File: config.mk
export PLATFORM = sky130hd
export DESIGN_NAME = mem_arbiter_flat
export DESIGN_NICKNAME = d
export VERILOG_FILES = /design/src/rtl/mem_arbiter_if.sv /design/src/rtl/mem_arbiter.sv /design/src/flat_wrapper.sv
export SDC_FILE = /design/constraint.sdc
export NUM_CORES = 1
export LEC_CHECK = 0
export ABC_AREA = 1
export BUFFER_PORTS_ARGS = -buffer_cell sky130_fd_sc_hd__buf_2
export CAP_MARGIN = 15
export CORE_UTILIZATION = 41
export CTS_CLUSTER_SIZE = 10
export DETAILED_ROUTE_END_ITERATION = 10
export PLACE_DENSITY = 0.75
export SLEW_MARGIN = 20
export SYNTH_ARGS = -nofsm -noshare
export SYNTH_HDL_FRONTEND = slang
export SYNTH_SLANG_ARGS = --single-unit
File: constraint.sdc
create_clock -name clk -period 1.1 [get_ports clk]
set_input_delay 0 -clock clk [delete_from_list [all_inputs] [get_ports clk]]
set_output_delay 0 -clock clk [all_outputs]
set_load 0.02 [all_outputs]
File: src/rtl/mem_arbiter_if.sv
// Bundle of the CPU, DMA and memory-side signals around mem_arbiter.
// The arbiter connects through the slave modport; the requesters and memory model use the master modport.
interface mem_arbiter_if;
  logic        cpu_req;
  logic        cpu_we;
  logic [15:0] cpu_addr;
  logic [15:0] cpu_wdata;
  logic        cpu_ack;
  logic        dma_req;
  logic        dma_we;
  logic [15:0] dma_addr;
  logic [15:0] dma_wdata;
  logic        dma_ack;
  logic [15:0] rdata;
  logic        err;
  logic        mem_read;
  logic        mem_write;
  logic [15:0] mem_addr;
  logic [15:0] mem_wdata;
  logic [15:0] mem_rdata;
  logic        mem_ready;

  modport slave (
    input  cpu_req, cpu_we, cpu_addr, cpu_wdata,
    input  dma_req, dma_we, dma_addr, dma_wdata,
    input  mem_rdata, mem_ready,
    output cpu_ack, dma_ack, rdata, err,
    output mem_read, mem_write, mem_addr, mem_wdata
  );

  modport master (
    output cpu_req, cpu_we, cpu_addr, cpu_wdata,
    output dma_req, dma_we, dma_addr, dma_wdata,
    output mem_rdata, mem_ready,
    input  cpu_ack, dma_ack, rdata, err,
    input  mem_read, mem_write, mem_addr, mem_wdata
  );
endinterface

File: src/rtl/mem_arbiter.sv
// Round-robin arbiter sharing one memory port between a CPU and a DMA engine.
// Each access runs IDLE -> ACCESS -> DONE and aborts with err after TIMEOUT wait cycles.
module mem_arbiter #(
   parameter int unsigned TIMEOUT = 15
) (
   input logic          clk,
   input logic          reset,
   mem_arbiter_if.slave bus
);

   typedef enum logic [1:0] {IDLE, ACCESS, DONE} state_t;

   state_t      state, state_nxt;
   logic        owner_dma;
   logic        last_gnt_dma;
   logic        we_l;
   logic [15:0] addr_l;
   logic [15:0] wdata_l;
   logic [15:0] rdata_q;
   logic        err_q;
   logic [3:0]  wait_cnt;
   logic        any_req;
   logic        grant_dma;
   logic        timeout_hit;

   // DMA wins only when it is alone or the CPU was the last owner.
   assign any_req     = bus.cpu_req | bus.dma_req;
   assign grant_dma   = bus.dma_req & (~bus.cpu_req | ~last_gnt_dma);
   assign timeout_hit = (wait_cnt == 4'(TIMEOUT - 1));

   // NOTE: the reset is synchronous, so it lives inside the clocked branch
   // and takes effect at the first rising edge that samples it high.
   always_ff @(posedge clk) begin
      if (reset) state <= IDLE;
      else       state <= state_nxt;
   end

   // NOTE: state_nxt gets a default before the case so no path leaves it
   // unassigned, which would otherwise infer a latch.
   always_comb begin
      state_nxt = state;
      unique case (state)
         IDLE:    if (any_req) state_nxt = ACCESS;
         ACCESS:  if (bus.mem_ready || timeout_hit) state_nxt = DONE;
         DONE:    state_nxt = IDLE;
         default: state_nxt = IDLE;
      endcase
   end

   // NOTE: all registered state uses non-blocking assignments so every
   // register samples pre-edge values regardless of statement order.
   always_ff @(posedge clk) begin
      if (reset) begin
         owner_dma    <= 1'b0;
         last_gnt_dma <= 1'b1;
         we_l         <= 1'b0;
         addr_l       <= 16'h0000;
         wdata_l      <= 16'h0000;
         rdata_q      <= 16'h0000;
         err_q        <= 1'b0;
         wait_cnt     <= 4'd0;
      end else begin
         unique case (state)
            IDLE: begin
               if (any_req) begin
                  owner_dma    <= grant_dma;
                  last_gnt_dma <= grant_dma;
                  we_l         <= grant_dma ? bus.dma_we    : bus.cpu_we;
                  addr_l       <= grant_dma ? bus.dma_addr  : bus.cpu_addr;
                  wdata_l      <= grant_dma ? bus.dma_wdata : bus.cpu_wdata;
                  wait_cnt     <= 4'd0;
               end
            end
            ACCESS: begin
               if (bus.mem_ready) begin
                  rdata_q <= we_l ? 16'h0000 : bus.mem_rdata;
                  err_q   <= 1'b0;
               end else if (timeout_hit) begin
                  rdata_q <= 16'h0000;
                  err_q   <= 1'b1;
               end else begin
                  wait_cnt <= wait_cnt + 4'd1;
               end
            end
            default: ;
         endcase
      end
   end

   // Outputs decode only from state and latched registers, never from req inputs.
   assign bus.mem_read  = (state == ACCESS) & ~we_l;
   assign bus.mem_write = (state == ACCESS) &  we_l;
   assign bus.mem_addr  = addr_l;
   assign bus.mem_wdata = wdata_l;
   assign bus.cpu_ack   = (state == DONE) & ~owner_dma;
   assign bus.dma_ack   = (state == DONE) &  owner_dma;
   assign bus.rdata     = rdata_q;
   assign bus.err       = err_q;

endmodule

File: src/flat_wrapper.sv
// flat-port wrapper written by rule: the top's interface ports become plain ports
module mem_arbiter_flat 
#(
   parameter int unsigned TIMEOUT = 15
)
  (clk, reset, bus_cpu_req, bus_cpu_we, bus_cpu_addr, bus_cpu_wdata, bus_dma_req, bus_dma_we, bus_dma_addr, bus_dma_wdata, bus_mem_rdata, bus_mem_ready, bus_cpu_ack, bus_dma_ack, bus_rdata, bus_err, bus_mem_read, bus_mem_write, bus_mem_addr, bus_mem_wdata);
  mem_arbiter_if bus_i ();
  input logic clk;
  input logic reset;
  input wire logic [$bits(bus_i.cpu_req)-1:0] bus_cpu_req;
  input wire logic [$bits(bus_i.cpu_we)-1:0] bus_cpu_we;
  input wire logic [$bits(bus_i.cpu_addr)-1:0] bus_cpu_addr;
  input wire logic [$bits(bus_i.cpu_wdata)-1:0] bus_cpu_wdata;
  input wire logic [$bits(bus_i.dma_req)-1:0] bus_dma_req;
  input wire logic [$bits(bus_i.dma_we)-1:0] bus_dma_we;
  input wire logic [$bits(bus_i.dma_addr)-1:0] bus_dma_addr;
  input wire logic [$bits(bus_i.dma_wdata)-1:0] bus_dma_wdata;
  input wire logic [$bits(bus_i.mem_rdata)-1:0] bus_mem_rdata;
  input wire logic [$bits(bus_i.mem_ready)-1:0] bus_mem_ready;
  output wire logic [$bits(bus_i.cpu_ack)-1:0] bus_cpu_ack;
  output wire logic [$bits(bus_i.dma_ack)-1:0] bus_dma_ack;
  output wire logic [$bits(bus_i.rdata)-1:0] bus_rdata;
  output wire logic [$bits(bus_i.err)-1:0] bus_err;
  output wire logic [$bits(bus_i.mem_read)-1:0] bus_mem_read;
  output wire logic [$bits(bus_i.mem_write)-1:0] bus_mem_write;
  output wire logic [$bits(bus_i.mem_addr)-1:0] bus_mem_addr;
  output wire logic [$bits(bus_i.mem_wdata)-1:0] bus_mem_wdata;
  assign bus_i.cpu_req = bus_cpu_req;
  assign bus_i.cpu_we = bus_cpu_we;
  assign bus_i.cpu_addr = bus_cpu_addr;
  assign bus_i.cpu_wdata = bus_cpu_wdata;
  assign bus_i.dma_req = bus_dma_req;
  assign bus_i.dma_we = bus_dma_we;
  assign bus_i.dma_addr = bus_dma_addr;
  assign bus_i.dma_wdata = bus_dma_wdata;
  assign bus_i.mem_rdata = bus_mem_rdata;
  assign bus_i.mem_ready = bus_mem_ready;
  assign bus_cpu_ack = bus_i.cpu_ack;
  assign bus_dma_ack = bus_i.dma_ack;
  assign bus_rdata = bus_i.rdata;
  assign bus_err = bus_i.err;
  assign bus_mem_read = bus_i.mem_read;
  assign bus_mem_write = bus_i.mem_write;
  assign bus_mem_addr = bus_i.mem_addr;
  assign bus_mem_wdata = bus_i.mem_wdata;
  mem_arbiter #(.TIMEOUT(TIMEOUT)) u_core (.clk(clk), .reset(reset), .bus(bus_i));
endmodule
==> results of run 1 <==
[where the power goes]
part / switching, mW / internal (mW)
Combinational: 1.06 / 0.877
Clock: 0.864 / 1.22
Sequential: 0.113 / 2.26
[worst paths after layout]
kind	from	end	slack, ps	depth (start not counted)
setup / recovery	u_core.wait_cnt[0]	u_core.wait_cnt[2]	-180	7
setup reg to reg	u_core.wait_cnt[0]	u_core.wait_cnt[2]	-180	7
hold reg to reg	u_core.bus.rdata[14]	u_core.bus.rdata[14]	460	2
hold / removal	bus_cpu_wdata[5]	u_core.bus.mem_wdata[5]	6	5
[routing by layer]
| layer | GRT usage | wire [µm] | up-vias |
|---|---|---|---|
| met2 | 0.493 | 5980 | 190 |
| met4 | 0.141 | 619 | 0 |
| met3 | 0.0725 | 625 | 70 |
| met1 | 0.278 | 4130 | 1701 |
| li1 | - | - | 1642 |
| met5 | 0 | 0 | - |
[sequential cells by signal (all words and copies together), names as in the netlist]
signal,cells
u_core.last_gnt_dma,1
u_core.bus.mem_addr,16
u_core.bus.mem_wdata,16
u_core.bus.err,1
u_core.owner_dma,1
u_core.we_l,1
u_core.wait_cnt,4
u_core.state,2
u_core.bus.rdata,16
[kinds of logic (layout without fill, tap and decap cells)]
family,Yosys count,in the layout
fa+ha+maj,2,2
flops,58,58
buf+inv,32,250
compound gates,53,53
simple gates,244,244
[Yosys cell counts, types with 2 or more instances]
cell / number / area share
a21oi_2: 10 / 0.033
dfxtp_1: 58 / 0.44
nand2_1: 200 / 0.28
buf_2: 11 / 0.021
nor2_1: 17 / 0.024
ha_1: 2 / 0.0094
a21oi_1: 41 / 0.077
nand3_1: 7 / 0.013
buf_6: 3 / 0.013
nand2_2: 11 / 0.026
inv_2: 3 / 0.0042
inv_1: 8 / 0.011
nor2_2: 2 / 0.0047
nor3_1: 2 / 0.0038
clkbuf_1: 4 / 0.0056
[repair_timing]
item,CTS,global route
setup buffers,4,2
hold buffers,50,0
endpoints found under the hold margin,38,0
gates resized for setup,28,100
cloned,2,6
endpoints found under the setup margin,57,59
pin swaps,5,19
[critical path, stage by stage, from the launching register on]
cell and delay, ps:
dfxtp_2 320, buf_4 150, ha_4 150, nand2_1 70, inv_1 50, nor3_2 220
nand2_1 120, a21oi_2 130
[per-stage QoR]
stage               instance area, µm²  setup slack [ps]  cells
finish                            4930              -182    682
global route                      4930              -224    682
CTS                               4440              -100    674
detailed placement                3590              -143    604
global placement                  3590             -68.5    604
floorplan                         2700              -102    389
[final cells by class]
class / instances / share of cell area
clock buffer: 13 / 0.0343
clock inverter: 2 / 0.00711
inverter: 11 / 0.0124
multi-input combinational: 299 / 0.341
sequential: 58 / 0.238
tap: 75 / 0.0190
timing repair buffer: 224 / 0.348
==> flow_summary.ini, run 1 <==
[sta]
fin_crit_sh = 1.17
slew_headroom = 0.809
worst_slack_ps = -182
fin_hold_ws_ps = 5.55
worst_pin_slew_ps = 286
max_freq_ghz = 0.780
finalSetupViolations = 59
tns_ps = -6090
finClkSkew_ps = 10.9
drv_slew = 0
min_period_ps = 1280
rsz0062_at_grt = true
finalHoldViolCount = 0

[final_layout]
antenna_cells = 0
seqCellArea_um2 = 1170
n_fill_cell = 373
drive_above_1_share = 0.491
multi_input_area_um2 = 1680
final_common_cell = nand2_1
final_core_utilization = 0.809
layout_common_cells = nand2_1, buf_2, dfxtp_1
fin_nets = 692
areaGrowthSynthToFinish_pct = 85.4

[drt]
viasPerCell = 5.28
wl_per_cell_um = 16.6
drt_iter0_markers = 216
vias = 3603
drc = 0
firstDrtPassIters = 5
wl_um = 11400
drtAntennaViolNets = 0

[power]
powerDensity_nw_per_um2 = 1300
peakVddDrop_v = 0.00122
power.leakage_nw = 2.42
p_total_mw = 6.40

[synthesis]
synth-main-ff-cell = dfxtp_1
yosys.area_share.simple = 0.373
synth_compound_area_frac = 0.115
synth_top_family_by_area = simple AND/OR/NAND/NOR gates
synth_cell_types = 25
synth_edf_count = 0
synthAdderAreaFrac = 0.00941
syn-instance-count = 389
synth.mux.area_fraction = 0
synth_xor_area_frac = 0
synth_seq_cells = 58
syn-num-nets = 478
yosysSeqAreaShare = 0.437
synthesis.area_um2 = 2660
async_flop_share = 0
yosys_warnings = 0
syn_area_per_cell_um2 = 6.83

[die]
start_util = 0.436
core_um2 = 6100
ios = 140
fp.dieW_um = 82.5
die_h_um = 82.5
num_rows = 28
die_area_um2 = 6810

[clocking]
insertion_delay_ps = 340
cts_sinks = 58
cts_tree = built
cts_made_buffers = 9
path_clk_slew_ps = 70
ctsHtreeMaxLevel = 3
clk_path_buf_depth = 2
cts_root_buf = clkbuf_8

[global_route]
grt_pass1_vias = 3088
grt-ovfl-total = 0
grt_max_degree = 28
grt_usage = 0.269
grt_pass1_wl_um = 13500
antenna_found_initial = 0

[critical_path]
critical_path_arrival_ps = 1560
critical_path_required_ps = 1380
critical_path_class = flip-flop to flip-flop
critPathMaxFanout = 3
critPathCaptureType = flip-flop
cp-start-kind = flip-flop

[run_status]
violations = setup timing
status = complete, but fails checks

[worst_hold_path]
hold_path.class = primary input to flip-flop

[place]
port_buffers = 139
gp_congestion = 0.801
dp_hpwl_um = 5390

[flow_run]
drv_cap = 0
Note: power is estimated with default switching activity, not from simulation.
==> run 2: changes to the inputs <==
- MAX_ROUTING_LAYER: default -> met4
==> run 2 against run 1 <==
Effect of this change:
- the run still ends with setup timing left
- wire length grew 1.5%
- register-to-register slack barely moved
- via count up 0.44%
- global-route usage rose by 0.68 points
- clock power barely moved
- critical endpoint unchanged
- largest cell class unchanged
- non-clock buffer count is the same
- count of clock-buffer cells in the layout is the same
- die area stayed put
==> flow_summary.ini, run 2 (same netlist as run 1, synthesis figures left out) <==
[run_status]
status = complete, but fails checks
violations = setup timing

[power]
power.leakage_nw = 2.43
p_total_mw = 6.42
peakVddDrop_v = 0.00122
powerDensity_nw_per_um2 = 1300

[clocking]
path_clk_slew_ps = 70
clk_path_buf_depth = 2
cts_made_buffers = 9
insertion_delay_ps = 340
cts_sinks = 58
cts_tree = built
cts_root_buf = clkbuf_8
ctsHtreeMaxLevel = 3

[die]
fp.dieW_um = 82.5
ios = 140
start_util = 0.436
die_h_um = 82.5
core_um2 = 6100
num_rows = 28
die_area_um2 = 6810

[critical_path]
critical_path_class = flip-flop to flip-flop
r2r-end = u_core.wait_cnt[2]
critPathCaptureType = flip-flop
r2r_cells = 7
critical_path_arrival_ps = 1570
r2r-start = u_core.wait_cnt[0]
reg2reg_slack_ps = -190
critPathMaxFanout = 3
critical_path_required_ps = 1380
cp-start-kind = flip-flop

[sta]
finalHoldViolCount = 0
fin_crit_sh = 1.17
finClkSkew_ps = 10.3
worst_slack_ps = -191
rsz0062_at_grt = true
tns_ps = -6440
slew_headroom = 0.808
drv_slew = 0
max_freq_ghz = 0.774
min_period_ps = 1290
finalSetupViolations = 59
worst_pin_slew_ps = 287

[drt]
wl_per_cell_um = 16.9
vias = 3619
drtAntennaViolNets = 0
viasPerCell = 5.30
firstDrtPassIters = 4
drt_iter0_markers = 243
wl_um = 11500
drc = 0

[final_layout]
final_core_utilization = 0.811
areaGrowthSynthToFinish_pct = 86.0
final_common_cell = nand2_1
drive_above_1_share = 0.496
layout_common_cells = nand2_1, buf_2, dfxtp_1
fin_nets = 692
n_fill_cell = 368

[worst_hold_path]
hold_path.class = primary input to flip-flop
hp-start = bus_cpu_wdata[5]
holdPathStages = 5
min_to = u_core.bus.mem_wdata[5]

[flow_run]
drv_cap = 0

[global_route]
grt_pass1_wl_um = 13500
grt_max_degree = 28
antenna_found_initial = 1
grt_usage = 0.276
grt_pass1_vias = 3093
grt-ovfl-total = 0

[place]
gp_congestion = 0.813
port_buffers = 139
dp_hpwl_um = 5390
## run 2: cell count changes in the layout (fill, tap and decap cells not counted), sizes merged
cell,change
diode,+1
## run 2: worst max-delay path by stage
| stage | end | depth (start not counted) | startpoint |
|---|---|---|---|
| floorplan | u_core.bus.rdata[13] | 8 | u_core.wait_cnt[0] |
| finish | u_core.wait_cnt[2] | 7 | u_core.wait_cnt[0] |
| global placement | u_core.bus.mem_wdata[6] | 5 | u_core.state[0] |
| global route | u_core.bus.mem_addr[5] | 6 | u_core.state[0] |
| detailed placement | u_core.bus.mem_addr[11] | 5 | u_core.state[0] |
| CTS | bus_mem_write | 5 | u_core.state[1] |
## run 2: report_power, final
group | leakage (nW) | internal (mW) | switching [mW]
Clock | 0.106 | 1.22 | 0.864
Sequential | 0.477 | 2.26 | 0.114
Combinational | 1.85 | 0.880 | 1.08
Total | 2.43 | 4.36 | 2.05
## run 2: cell type report
class                           instances  area [µm²]  area share
Tap cell                               75        93.8      0.0190
Timing Repair Buffer                  224        1720       0.347
Clock inverter                          2        35.0     0.00708
Sequential cell                        58        1170       0.237
Multi-Input combinational cell        299        1700       0.343
Inverter                               11        61.3      0.0124
Antenna cell                            1        2.50    0.000506
Clock buffer                           13         169      0.0342
## run 2: timing repair
| action | CTS | global route |
|---|---|---|
| endpoints found under the setup margin | 57 | 59 |
| hold buffers | 50 | 0 |
| gates cloned | 2 | 6 |
| setup buffers | 4 | 2 |
| pin swaps | 5 | 18 |
| endpoints found under the hold margin | 38 | 0 |
| resized for setup | 28 | 104 |
## run 2: layer usage
layer  GRT usage  vias up  wire (µm)
met2       0.498      185       6000
met4       0.141        0        688
li1            -     1644          -
met3      0.0626       70        689
met1       0.278     1720       4150
met5           -        -          0
## run 2: metrics by stage
stage               instance area, µm²  instances  hold WS, ps  setup slack, ps
finish                            4950        683         1.51             -191
global route                      4950        683         21.8             -230
CTS                               4440        674       0.0337             -100
global placement                  3590        604          253            -68.5
detailed placement                3590        604          258             -143
floorplan                         2700        389          143             -102
## run 2: critical path, cell delays in order, from the launching register on
cell and delay [ps]:
dfxtp_2 320, buf_4 150, ha_4 160, nand2_1 70, inv_1 50, nor3_2 230
nand2_1 120, a21oi_2 130
